$ cat config.mk
export PLATFORM = sky130hd
export DESIGN_NAME = dmem_port_arbiter
export DESIGN_NICKNAME = d
export VERILOG_FILES = /design/src/rtl/dmem_port_arbiter_pkg.sv /design/src/rtl/dmem_port_arbiter_rr_arbiter.sv /design/src/rtl/dmem_port_arbiter.sv
export SDC_FILE = /design/constraint.sdc
export NUM_CORES = 1
export LEC_CHECK = 0
export ABC_AREA = 1
export ABC_CLOCK_PERIOD_IN_PS = 1900
export CORE_ASPECT_RATIO = 1.75
export CORE_MARGIN = 5
export CORE_UTILIZATION = 37
export DETAILED_ROUTE_END_ITERATION = 10
export PLACE_DENSITY = 0.8
export SYNTH_ARGS = -nofsm -noshare
export SYNTH_HDL_FRONTEND = slang
export SYNTH_SLANG_ARGS = --single-unit
$ cat constraint.sdc
create_clock -name clk_i -period 1.9 [get_ports clk_i]
set_input_delay 0.38 -clock clk_i [delete_from_list [all_inputs] [get_ports clk_i]]
set_output_delay 0.38 -clock clk_i [all_outputs]
set_load 0.05 [all_outputs]
$ cat src/rtl/dmem_port_arbiter_pkg.sv
// dmem_port_arbiter_pkg: shared types and constants for the data-memory port arbiter
package dmem_port_arbiter_pkg;
  typedef logic [31:0] word32_t;
  typedef enum logic [1:0] {IDLE, ISSUE, WAIT} dmem_arb_state_t;
  typedef struct packed {
    logic    write;
    word32_t addr;
    word32_t wdata;
  } dmem_req_t;
  localparam int DMEM_TIMEOUT_DEFAULT = 64;
endpackage

$ cat src/rtl/dmem_port_arbiter_rr_arbiter.sv
// dmem_port_arbiter_rr_arbiter: combinational round-robin pick of the first request at or after rr_ptr
module dmem_port_arbiter_rr_arbiter #(
  parameter int NUM_REQ = 2,
  localparam int IW = NUM_REQ > 1 ? $clog2(NUM_REQ) : 1
) (
  input  logic [NUM_REQ-1:0] req,
  input  logic [IW-1:0]      rr_ptr,
  input  logic               en,
  output logic [NUM_REQ-1:0] gnt,
  output logic [IW-1:0]      idx
);
  logic          found;
  logic [IW-1:0] j;
  always_comb begin
    found = 1'b0;
    idx = '0;
    j = '0;
    for (int k = 0; k < NUM_REQ; k++) begin
      j = IW'((int'(rr_ptr) + k) % NUM_REQ);
      if (en && !found && req[j]) begin
        found = 1'b1;
        idx = j;
      end
    end
    gnt = found ? (NUM_REQ'(1) << idx) : '0;
  end
endmodule

$ cat src/rtl/dmem_port_arbiter.sv
// dmem_port_arbiter: round-robin sharing of one data-memory port with timeout and flush
module dmem_port_arbiter
  import dmem_port_arbiter_pkg::*;
#(
  parameter int NUM_REQ = 2,
  parameter int TIMEOUT_CYCLES = DMEM_TIMEOUT_DEFAULT
) (
  input  logic                   clk_i,
  input  logic                   reset_ni,
  input  logic [NUM_REQ-1:0]     req_valid_i,
  input  logic [NUM_REQ-1:0]     req_write_i,
  input  word32_t [NUM_REQ-1:0]  req_addr_i,
  input  word32_t [NUM_REQ-1:0]  req_wdata_i,
  output logic [NUM_REQ-1:0]     req_ready_o,
  output logic [NUM_REQ-1:0]     resp_valid_o,
  output logic                   resp_err_o,
  output word32_t                resp_rdata_o,
  input  logic                   flush_i,
  output logic                   dmem_read_o,
  output logic                   dmem_write_o,
  output word32_t                dmem_addr_o,
  output word32_t                dmem_data_o,
  input  word32_t                dmem_rd_data_i,
  input  logic                   dmem_done_i,
  output logic                   busy_o,
  output logic                   timeout_sticky_o
);
  localparam int IW = NUM_REQ > 1 ? $clog2(NUM_REQ) : 1;
  localparam int CW = $clog2(TIMEOUT_CYCLES) + 1;
  localparam logic [CW-1:0] TERM = CW'(TIMEOUT_CYCLES - 1);
  dmem_arb_state_t    state;
  dmem_req_t          lat;
  logic [IW-1:0]      owner, rr_ptr, gidx;
  logic [NUM_REQ-1:0] gnt;
  logic [CW-1:0]      wait_cnt;
  logic               discard, in_wait, done, tmo, resp;
  dmem_port_arbiter_rr_arbiter #(.NUM_REQ(NUM_REQ)) u_rr (
    .req(req_valid_i),
    .rr_ptr(rr_ptr),
    .en(state == IDLE && reset_ni),
    .gnt(gnt),
    .idx(gidx)
  );
  assign in_wait = state == WAIT;
  assign done = in_wait && dmem_done_i;
  assign tmo = in_wait && !dmem_done_i && wait_cnt == TERM;
  assign resp = (done || tmo) && !discard && !flush_i;
  assign req_ready_o = gnt;
  assign resp_valid_o = resp ? (NUM_REQ'(1) << owner) : '0;
  assign resp_err_o = resp && tmo;
  assign resp_rdata_o = resp && done && !lat.write ? dmem_rd_data_i : '0;
  assign dmem_read_o = state == ISSUE && !lat.write;
  assign dmem_write_o = state == ISSUE && lat.write;
  assign dmem_addr_o = state != IDLE ? lat.addr : '0;
  assign dmem_data_o = state != IDLE && lat.write ? lat.wdata : '0;
  assign busy_o = state != IDLE;
  always_ff @(posedge clk_i or negedge reset_ni)
    if (!reset_ni) begin
      state <= IDLE;
      lat <= '0;
      owner <= '0;
      rr_ptr <= '0;
      wait_cnt <= '0;
      discard <= 1'b0;
      timeout_sticky_o <= 1'b0;
    end else begin
      if (state == IDLE && |gnt) begin
        state <= ISSUE;
        owner <= gidx;
        lat <= '{write: req_write_i[gidx], addr: req_addr_i[gidx], wdata: req_wdata_i[gidx]};
        rr_ptr <= gidx == IW'(NUM_REQ - 1) ? '0 : gidx + 1'b1;
      end
      if (state == ISSUE) begin
        state <= WAIT;
        wait_cnt <= '0;
        discard <= flush_i;
      end
      if (in_wait) begin
        wait_cnt <= wait_cnt == TERM ? wait_cnt : wait_cnt + 1'b1;
        discard <= discard || flush_i;
        if (done || tmo) state <= IDLE;
        if (tmo) timeout_sticky_o <= 1'b1;
      end
    end
endmodule

# [Word level (Yosys, flattened, before mapping)]
# Cells that the tools add are included.
[totals] reg_bits=78 output_inout_bits=105 word_cells=79 in_bits=168
[classes] reduce_logical=29 shifts=2 mux=29 n_eq_ne=4 n_lt_le_gt_ge=3 addsub=3
[op_table] operator="$mux W32" n=7
[op_table] operator="$mux W7" n=3
[op_table] operator="$logic_and A1 B1 Y1" n=16
[op_table] operator="$mux W1" n=13
[op_table] operator="$mux W2" n=6
[op_table] operator="$add A7 B1 Y7 const B" n=1
[op_table] operator="$eq A7 B6 Y1 const B" n=1
[op_table] operator="$lt A1 B2 Y1 const B" n=3
[op_table] operator="$logic_not A1 Y1" n=5
[op_table] operator="$reduce_and A2 Y1" n=2
[op_table] operator="$reduce_bool A2 Y1" n=2
[op_table] operator="$shl A1 B1 Y2 const A" n=2
[op_table] operator="$add A1 B1 Y1 const B" n=2
[op_table] operator="$eq A2 B1 Y1 const B" n=1
[op_table] operator="$eq A2 B2 Y1 const B" n=1
[op_table] operator="$logic_not A2 Y1" n=1
[op_table] operator="$logic_or A1 B1 Y1" n=2
[op_table] operator="$ne A2 B2 Y1 const B" n=1
[op_table] operator="$reduce_or A2 Y1" n=1

# [Longest topological paths before layout]
# Gate-level depths: netlist of the first run.
[depth] depth_word=16 ltp_mapped=12 ltp_nobuf=9

# [Cells and area by module]
# From an unflattened synthesis of the first run, not the netlist that was laid out.
[hier_totals] hier_cells=662 hier_area_um2=4376.7
[modules_own_cells] mod="dmem_port_arbiter" n_inst=1 cells_each=656 seq_area_each_um2=1951.9 area_each_um2=4350.4
[modules_own_cells] mod="dmem_port_arbiter_rr_arbiter" n_inst=1 cells_each=6 seq_area_each_um2=0.0 area_each_um2=26.3

# [Worst setup path before layout of the first run]
# No wires, ideal clock.
[synth_path] kind="reg2out" start="register state[0]" end="output port dmem_data_o[10]" required_ns=1.520 arrival_time_ns=2.160 n_path_buf=2 stages_incl_launch_ff=8 path_slack_ns=-0.640 cell_sequence="dfrtp_1 > inv_1 > ha_1 > buf_4 > inv_1 > nand2_1 > clkbuf_1 > nor2_1"
[synth_via] elab_chain_len=3
[synth_rtl] element="start, declared" line_no="dmem_port_arbiter.sv:31" source="dmem_arb_state_t state;"
[synth_rtl] element="start signal, assigned" line_no="dmem_port_arbiter.sv:59" source="state <= IDLE;"
[synth_rtl] element="start signal, assigned" line_no="dmem_port_arbiter.sv:68" source="state <= ISSUE;"
[synth_rtl] element="start signal, assigned" line_no="dmem_port_arbiter.sv:74" source="state <= WAIT;"
[synth_rtl] element="$reduce_bool A2 Y1"
[synth_rtl] element="named net busy_o" line_no="dmem_port_arbiter.sv:25" source="output logic busy_o,"
[synth_rtl] element="$logic_and A1 B1 Y1" line_no="dmem_port_arbiter.sv:55" source="assign dmem_data_o = state != IDLE && lat.write ? lat.wdata : '0;"
[synth_rtl] element="$mux W32" line_no="dmem_port_arbiter.sv:55"
[synth_rtl] element="end, declared" line_no="dmem_port_arbiter.sv:22" source="output word32_t dmem_data_o,"
# The timed path passes the listed nets, and every way through them passes these cells.

# [Worst setup path after layout of the first run]
[layout_path] start="register state[0]" end="output port resp_rdata_o[21]"
[layout_via] elab_chain_len=9 word_cells_on_any_way=10 classes_between="eq/ne (1); mux (1); reduce/logical (8)"
[layout_rtl] element="$eq A2 B2 Y1 (*)" line_no="dmem_port_arbiter.sv:44" source="assign in_wait = state == WAIT;"
[layout_rtl] element="$logic_and A1 B1 Y1 (2 in a row)" line_no="dmem_port_arbiter.sv:46" source="assign tmo = in_wait && !dmem_done_i && wait_cnt == TERM;"
[layout_rtl] element="$logic_or A1 B1 Y1" line_no="dmem_port_arbiter.sv:47" source="assign resp = (done || tmo) && !discard && !flush_i;"
[layout_rtl] element="$logic_and A1 B1 Y1 (2 in a row)" line_no="dmem_port_arbiter.sv:47"
[layout_rtl] element="$logic_and A1 B1 Y1 (*) (2 in a row)" line_no="dmem_port_arbiter.sv:51" source="assign resp_rdata_o = resp && done && !lat.write ? dmem_rd_data_i : '0;"
[layout_rtl] element="$mux W32 (*)" line_no="dmem_port_arbiter.sv:51"
[layout_rtl] element="end, declared" line_no="dmem_port_arbiter.sv:17" source="output word32_t resp_rdata_o,"
# Every way passes the cells marked *; elsewhere a longest branch is shown, timed or not.

==> flow_summary.yaml, run 1 <==
setup_path:
  crit_start: "state[0]"
  end_kind: "output port"
  crit_required_ps: 1520
  crit_arrival_ps: 1900
  start_kind: "flip-flop"
  r2r_start: "state[1]"
  path_max_fanout: 17
  path_class: "reg -> out"
  rrSetupSlack_ps: -190
timing:
  clock.fmax_mhz: 438
  worstMarginPinSlew_ps: 1060
  hold_viol_final: 0
  period_share_pct: 120
  rsz0062_at_grt: "true"
  maxSlewViolCount: 0
  relSlewSlack_pct: 29.3
  fin_setup_tns_ps: -31810
  setup_ws_ps: -381
  skew_ps: 8.20
  finalCriticalPeriod_ps: 2280
  setup_viol: 148
power_and_ir_drop:
  peakVddDrop_mv: 0.677
  power.total_uw: 4070
  powerDensity_mw_per_mm2: 399
  p_leak_uw: 0.00459
hold_path:
  hold_class: "in -> async"
logic_synthesis:
  yosys-top-cells-count: "nand2_1 (164), nor2_1 (134), inv_1 (109)"
  ys_top_cells_by_area: "dfrtp_1 (45%), nand2_1 (14%), nor2_1 (12%)"
  postSynthCellCount: 634
  syn-cell-area_mm2: 0.00437
  synth_cell_type_count: 27
  yosysMostFrequentCell: "nand2_1"
  synth_edf_count: 0
  yosys_warnings: 0
  yosysTopAreaCellShare_pct: 44.6
  seq_area_frac_synth_pct: 44.6
  synthDominantAreaCellType: "dfrtp_1"
  synthFlopType: "dfrtp_1"
  async_flop_share_pct: 100
  ys_ff_latch: 78
  synth_area_per_cell_um2: 6.90
  syn_nets: 807
routing:
  drt_first_iter_violations: 226
  routed_wl_um: 20800
  drc_errors: 0
  via_per_inst: 5.05
  vias: 5512
  routedWlPerCell_um: 19.1
  wl_met3_um: 1270
  drt-met1-wl_um: 6770
  wl_met2_um: 11700
  ant_nets: 0
  drt_pass1_iterations: 6
  top_layer_used: "met4"
floorplan:
  dieArea_mm2: 0.0142
  io_pins: 273
  die-height_um: 154
  rows: 52
  core_area_mm2: 0.0116
  die_w_um: 92.2
  initial_core_util_pct: 37.8
layout:
  nFillCells: 548
  antenna_cells: 0
  final_area_mm2: 0.0102
  final_nets: 1125
  areaGrowthSynthToFinish_pct: 133
  register_area_mm2: 0.00195
  layout-drive-gt1-share_pct: 41.9
  multiInputGateArea_mm2: 0.00307
grt:
  grtUsageTotal_pct: 22.9
  grt-ovfl-total: 0
  grt_max_degree: 79
  grt_pass1_vias: 5315
  antenna_found_initial: 0
  grt_pass1_wl_um: 25700
placed_design:
  pre_cts_ws_ps: -228
  hpwl_um: 12800
  gp_congestion: 0.883
  portBuffers: 272
  place_area_mm2: 0.00816
status:
  violations: "negative setup slack"
  status: "finished, violations left"
clock_tree:
  cts_tree: "built"
  htreeDepth: 3
  insertion_delay_ps: 340
  cts.sinks: 78
  cts_buffers: 9
  clockBufferDepth: 2
  cts_root_buf: "clkbuf_16"
  holdBufCountCts: 0
  clk_pin_slew_ps: 60
run:
  maxCapViolCount: 0
==> path summary, 6_finish.rpt <==
path,depth (start not counted),to
worst max-delay path,10,resp_rdata_o[21]
worst min-delay path,2,lat[51]
worst max register to register,14,lat[36]
worst min register to register,2,timeout_sticky_o
max in group asynchronous,2,lat[55]
min in group clk_i,2,timeout_sticky_o
==> cells by family after synthesis <==
group	after synthesis	synth area share, %
DFF	78	44.6
adders and majority gates	5	1.43
buffers and inverters	146	14.3
and+or+nand+nor	376	35.7
xor gates and xnor gates	1	0.200
AOI/OAI and AO/OA	28	3.78
==> through the flow <==
step                      util [%]  std cells  hold WS [ps]
final                         87.9       1092           380
after global routing          87.9       1092           484
after CTS                     76.2       1063           372
after detailed placement      70.5       1043           455
after global placement        70.5       1043           459
after floorplan                  -        634          84.4
==> sequential cells by signal, indices dropped and copies added, names as in the netlist <==
name and flops:
discard 1, lat 65, owner 1, rr_ptr 1
state 2, timeout_sticky_o 1, wait_cnt 7
==> placed cells by master (no fill, tap or decap), drive strengths merged <==
cell type,netlist,final
a22o,1,1
nand3,59,59
o21ai,5,5
xor2,1,1
nand2,167,167
nand4,1,1
buf,20,163
clkdlybuf4s50,0,166
or2,1,1
clkinvlp,0,2
nor2,146,146
clkinv,0,4
dlymetal6s2s,0,1
nand3b,1,1
inv,115,113
clkbuf,11,17
nor3,1,1
o22ai,17,17
dfrtp,78,78
ha,5,5
a21oi,5,5
bufinv,0,3
==> what timing repair did <==
item / 4_1_cts / 5_1_grt
endpoints found under the setup margin: 134 / 150
buffers inserted: 4 / 21
gates resized for setup: 84 / 247
cloned: 0 / 10
pin swaps: 4 / 78
==> metal layers <==
metal,global-route usage [%],up-vias
met5,0,-
met4,11.1,0
met3,5.77,71
met2,44.1,256
met1,22.1,2658
li1,-,2527
==> power breakdown <==
part	leakage, uW	switching [uW]	internal [uW]
logic	0.00336	125	308
registers	0.00106	0	1660
clock network	0.000165	695	1280
==> worst max-delay path, cell delays in order (launching register included) <==
cell and delay (ps):
dfrtp_1 400, inv_2 110, ha_4 160, inv_4 40, nor2_4 70, nand3_2 90, nand2_2 110, nand3_4 100
buf_12 210, nor2_4 140, buf_12 140
==> cell type report <==
cell class | instances | share of cell area [%]
multi-input cells | 410 | 30.1
flip-flops and latches | 78 | 19.2
inverters | 115 | 4.50
clock inverters | 7 | 1.11
clock buffers | 9 | 2.21
well taps | 135 | 1.66
repair buffers | 338 | 41.2
Note: power is estimated with default switching activity, not from simulation.
==> inputs of run 2 (changes only) <==
- ABC_CLOCK_PERIOD_IN_PS: 1900 -> 2300
- SETUP_SLACK_MARGIN: unset -> 0.05
- clock period: 1.9 -> 2.3 ns (I/O delays scaled with it)
==> run 2 against run 1 <==
Compared with the run above: the run still ends with negative setup slack left; via count is 6.4% lower; cell count is 1.7% lower; non-clock buffer count is 19 lower; register-to-register slack better by 460 ps; wire length is 14% lower; core utilization is 12 points lower; global-route usage is 1.5 points higher; setup slack better by 220 ps; sequential power is 17% lower; critical endpoint is now resp_rdata_o[11]; largest cell class unchanged; highest routed layer unchanged.
==> flow_summary.yaml, run 2 (synthesis results as in run 1) <==
power_and_ir_drop:
  peakVddDrop_mv: 0.398
  p_leak_uw: 0.00408
  powerDensity_mw_per_mm2: 368
floorplan:
  dieArea_mm2: 0.0142
  die_w_um: 92.2
  die-height_um: 154
  io_pins: 273
  rows: 52
  core_area_mm2: 0.0116
  initial_core_util_pct: 37.8
timing:
  rsz0062_at_grt: "true"
  setup_ws_ps: -162
  worstMarginPinSlew_ps: 1040
  skew_ps: 11.8
  hold_viol_final: 0
  maxSlewViolCount: 0
  relSlewSlack_pct: 31.0
  finalCriticalPeriod_ps: 2460
  setup_viol: 65
  fin_setup_tns_ps: -4850
  period_share_pct: 107
  clock.fmax_mhz: 406
setup_path:
  cp_top_family: "buffers and inverters"
  path_class: "reg -> out"
  start_kind: "flip-flop"
  slowest_stage: "dfrtp_1"
  cpPeakStageDelay_ps: 390
  end_kind: "output port"
  crit_buf_inv: 5
  path_cells: "inv_2, ha_4, inv_4, nor2_4, nand3_4, nand2_4, nand3_4, buf_6, buf_12, nor2_4, buf_12"
  path_max_fanout: 5
  crit_arrival_ps: 2000
  crit_required_ps: 1840
status:
  status: "finished, violations left"
  violations: "negative setup slack"
layout:
  layout-drive-gt1-share_pct: 27.8
  areaGrowthSynthToFinish_pct: 102
  final_nets: 1106
  fin_util_pct: 76.3
  mostFrequentLayoutCell: "clkdlybuf4s50_1"
  final_area_mm2: 0.00883
  regMostFlops: "lat"
  top_regs: "lat x65, wait_cnt x7, state x2"
  antenna_cells: 0
  largest_register_ffs: 65
  layout_common_cells: "clkdlybuf4s50_1 (166), nand2_1 (160), inv_1 (105)"
clock_tree:
  clockBufferDepth: 2
  holdBufCountCts: 0
  cts_buffers: 9
  clk_pin_slew_ps: 60
  cts.sinks: 78
  cts_tree: "built"
  cts_root_buf: "clkbuf_16"
  insertion_delay_ps: 340
  htreeDepth: 3
routing:
  routedWlPerCell_um: 16.7
  routed_wl_um: 17900
  drc_errors: 0
  via_per_inst: 4.81
  ant_nets: 0
  vias: 5160
  drt_first_iter_violations: 155
  drt_pass1_iterations: 5
grt:
  grt_max_degree: 79
  grt-ovfl-total: 0
  grt_pass1_wl_um: 27100
  antenna_found_initial: 0
  grtUsageTotal_pct: 24.4
  grt_pass1_vias: 5363
placed_design:
  pre_cts_ws_ps: -47.4
  hpwl_um: 12700
  portBuffers: 272
  place_area_mm2: 0.00791
  gp_congestion: 0.867
run:
  maxCapViolCount: 0
hold_path:
  hold_class: "in -> async"
-- run 2: cell type report --
type | instances | area [um^2]
inverter | 115 | 440
tap | 135 | 169
multi-input combinational | 410 | 2380
clock buffer | 12 | 246
fill | 782 | 2750
sequential | 78 | 1950
clock inverter | 4 | 70.1
timing repair buffer | 319 | 3570
-- run 2: worst register-to-register path: stages, from the launching register on --
cell and delay [ps]:
dfrtp_1 360, inv_2 60, buf_4 130, buf_4 130
ha_4 170, buf_4 140, nand2_4 70, nor2_4 50
buf_4 140, inv_2 310, buf_12 240, nand2_1 80
nand3_1 80
-- run 2: timing repair --
action	4_1_cts	5_1_grt
pin swaps	6	13
gates resized for setup	64	29
endpoints found under the setup margin	97	69
gates cloned	3	2
setup buffers	16	11
-- run 2: worst paths after layout --
check | cells past startpoint | start | slack (ps) | endpoint
setup / recovery | 11 | state[0] | -160 | resp_rdata_o[11]
hold / removal | 2 | reset_ni | 440 | lat[5]
setup reg to reg | 12 | state[0] | 270 | lat[38]
hold reg to reg | 2 | timeout_sticky_o | 470 | timeout_sticky_o
max in group asynchronous | 2 | reset_ni | 1200 | lat[36]
min in group clk_i | 2 | timeout_sticky_o | 470 | timeout_sticky_o
-- run 2: report_power, final --
part           total (uW)  switching [uW]  internal, uW
sequential           1370               0          1370
combinational         356             103           253
clock                1530             549           977
-- run 2: routing by layer --
layer  track usage [%]  routed length, um
met4              12.7                892
met2              47.3               9920
met1              23.3               5860
met3              5.57               1230
met5                 0                  0
-- run 2: per-stage QoR --
step | hold slack [ps] | power [uW] | std cells
floorplan | 164 | 1430 | 634
global placement | 446 | 1740 | 1029
detailed placement | 448 | 1750 | 1029
CTS | 447 | 3280 | 1064
global route | 502 | 3350 | 1073
finish | 439 | 3250 | 1073
==> inputs of run 3 (changes only) <==
- SETUP_SLACK_MARGIN: 0.05 -> 0.3
==> run 3 against run 2 <==
Compared with the run above: the flow still finishes with violations (negative setup slack); sequential cell count is the same; hold slack worse by 41 ps; fmax decreased by 0.35%.
==> flow_summary.yaml, run 3 (synthesis results as in run 1) <==
status:
  status: "finished, violations left"
  violations: "negative setup slack"
clock_tree:
  insertion_delay_ps: 340
  clk_pin_slew_ps: 60
  cts_buffers: 9
  cts.sinks: 78
  cts_tree: "built"
  clockBufferDepth: 2
  cts_root_buf: "clkbuf_16"
  htreeDepth: 3
setup_path:
  slowest_stage: "dfrtp_1"
  path_cells: "inv_2, ha_4, inv_4, nor2_4, nand3_2, nand2_2, nand3_4, buf_4, buf_12, nor2_4, buf_12"
  start_kind: "flip-flop"
  cp_top_family: "buffers and inverters"
  path_max_fanout: 8
  crit_required_ps: 1840
  r2r_start: "state[0]"
  cpPeakStageDelay_ps: 380
  path_class: "reg -> out"
  crit_arrival_ps: 2010
  rrSetupSlack_ps: 410
  crit_buf_inv: 5
  end_kind: "output port"
  reg2regPathDepth: 12
  r2r-end: "lat[7]"
timing:
  finalCriticalPeriod_ps: 2470
  relSlewSlack_pct: 31.6
  fin_setup_tns_ps: -4590
  period_share_pct: 107
  setup_viol: 32
  clock.fmax_mhz: 405
  worstMarginPinSlew_ps: 1030
  setup_ws_ps: -171
  maxSlewViolCount: 0
  hold_ws_ps: 397
  hold_viol_final: 0
  skew_ps: 6.45
  rsz0062_at_grt: "true"
power_and_ir_drop:
  power_frac_seq_pct: 45.2
  internal_power_uw: 2410
  swShare_pct: 20.7
  p_leak_uw: 0.00414
  powerDensity_mw_per_mm2: 319
  power.total_uw: 3040
  clkPwrFrac_pct: 43.2
  peakVddDrop_mv: 0.370
  p_sw_uw: 630
  p_comb_share_pct: 11.6
placed_design:
  portBuffers: 272
  hpwl_um: 12500
  gp_congestion: 0.865
layout:
  regMostFlops: "lat"
  areaGrowthSynthToFinish_pct: 118
  top_regs: "lat x65, wait_cnt x7, state x2"
  mostFrequentLayoutCell: "clkdlybuf4s50_1"
  layout_common_cells: "clkdlybuf4s50_1 (167), nand2_1 (161), inv_1 (105)"
  nFillCells: 614
  layout-drive-gt1-share_pct: 31.6
  final_nets: 1112
  largest_register_ffs: 65
  antenna_cells: 0
floorplan:
  io_pins: 273
  dieArea_mm2: 0.0142
  core_area_mm2: 0.0116
  rows: 52
  die-height_um: 154
  initial_core_util_pct: 37.8
  die_w_um: 92.2
routing:
  ant_nets: 0
  via_per_inst: 4.84
  drt_first_iter_violations: 235
  routedWlPerCell_um: 17.0
  routed_wl_um: 18300
  drt_pass1_iterations: 5
  vias: 5219
  drc_errors: 0
grt:
  grtUsageTotal_pct: 25.0
  antenna_found_initial: 0
  grt_max_degree: 79
  grt_pass1_vias: 5474
  grt_pass1_wl_um: 27600
  grt-ovfl-total: 0
hold_path:
  hold_class: "in -> async"
run:
  maxCapViolCount: 0
-- run 3: changes by cell type in the layout (fill, tap and decap cells not counted), moves of 2 or more --
cell / delta
nor2_1: -32
buf_12: +7
buf_8: +48
buf_16: +4
buf_4: -34
inv_2: -2
buf_6: -19
bufinv_16: -2
nor2_4: +33
-- run 3: worst max path at each step --
| stage | start | endpoint | slack [ps] | cells past startpoint |
|---|---|---|---|---|
| final | state[0] | resp_rdata_o[11] | -170 | 11 |
| after detailed placement | dmem_done_i | resp_rdata_o[0] | 9 | 7 |
| after CTS | state[0] | resp_rdata_o[10] | -80 | 11 |
| after global routing | state[0] | resp_rdata_o[11] | -230 | 11 |
| after global placement | dmem_done_i | resp_rdata_o[10] | 40 | 7 |
| after floorplan | state[0] | resp_rdata_o[10] | 140 | 10 |
-- run 3: power groups by stage --
stage / combinational, uW / clock (uW) / sequential [uW]
final: 352 / 1310 / 1370
after global routing: 376 / 1390 / 1370
after CTS: 352 / 1340 / 1370
after detailed placement: 348 / 0 / 1400
after global placement: 344 / 0 / 1400
after floorplan: 29.4 / 0 / 1400
-- run 3: timing repair --
action                     CTS  global route
setup endpoints to repair  136           147
hold buffers                 0             0
pin swaps                   12            30
cloned                       5             3
buffers inserted            20             7
gates resized for setup    207            22
-- run 3: per-stage QoR --
stage / setup slack [ps] / instance area [um^2] / std cells / utilization, %
global route: -229 / 9530 / 1078 / 82.3
detailed placement: 8.97 / 7980 / 1028 / 68.9
finish: -171 / 9530 / 1078 / 82.3
floorplan: 142 / 4950 / 634 / -
CTS: -75.0 / 9310 / 1068 / 80.4
global placement: 42.7 / 7980 / 1028 / 68.9
-- run 3: layer usage --
metal / vias to the layer above / share of wire (%) / track usage, %
met2: 233 / 57 / 47.4
met5: - / 0 / 0
met3: 45 / 6.0 / 5.62
li1: 2495 / - / -
met1: 2446 / 33 / 25.1
met4: 0 / 4.0 / 12.0
-- run 3: cell type report --
cell class	instances	area (um^2)	area share, %
timing repair buffer	325	4070	42.8
tap	135	169	1.77
clock inverter	1	5.00	0.0525
sequential	78	1950	20.5
inverter	115	448	4.70
multi-input combinational	410	2620	27.4
clock buffer	14	264	2.77
-- run 3: worst register-to-register path, stage by stage, from the launching register on --
cell and delay, ps:
dfrtp_1 380, inv_2 70, buf_4 130, ha_4 170, buf_12 150, nand2_4 70, inv_2 70, nand3_4 110
inv_4 110, buf_4 130, buf_12 180, nand2_1 90, a21oi_1 150
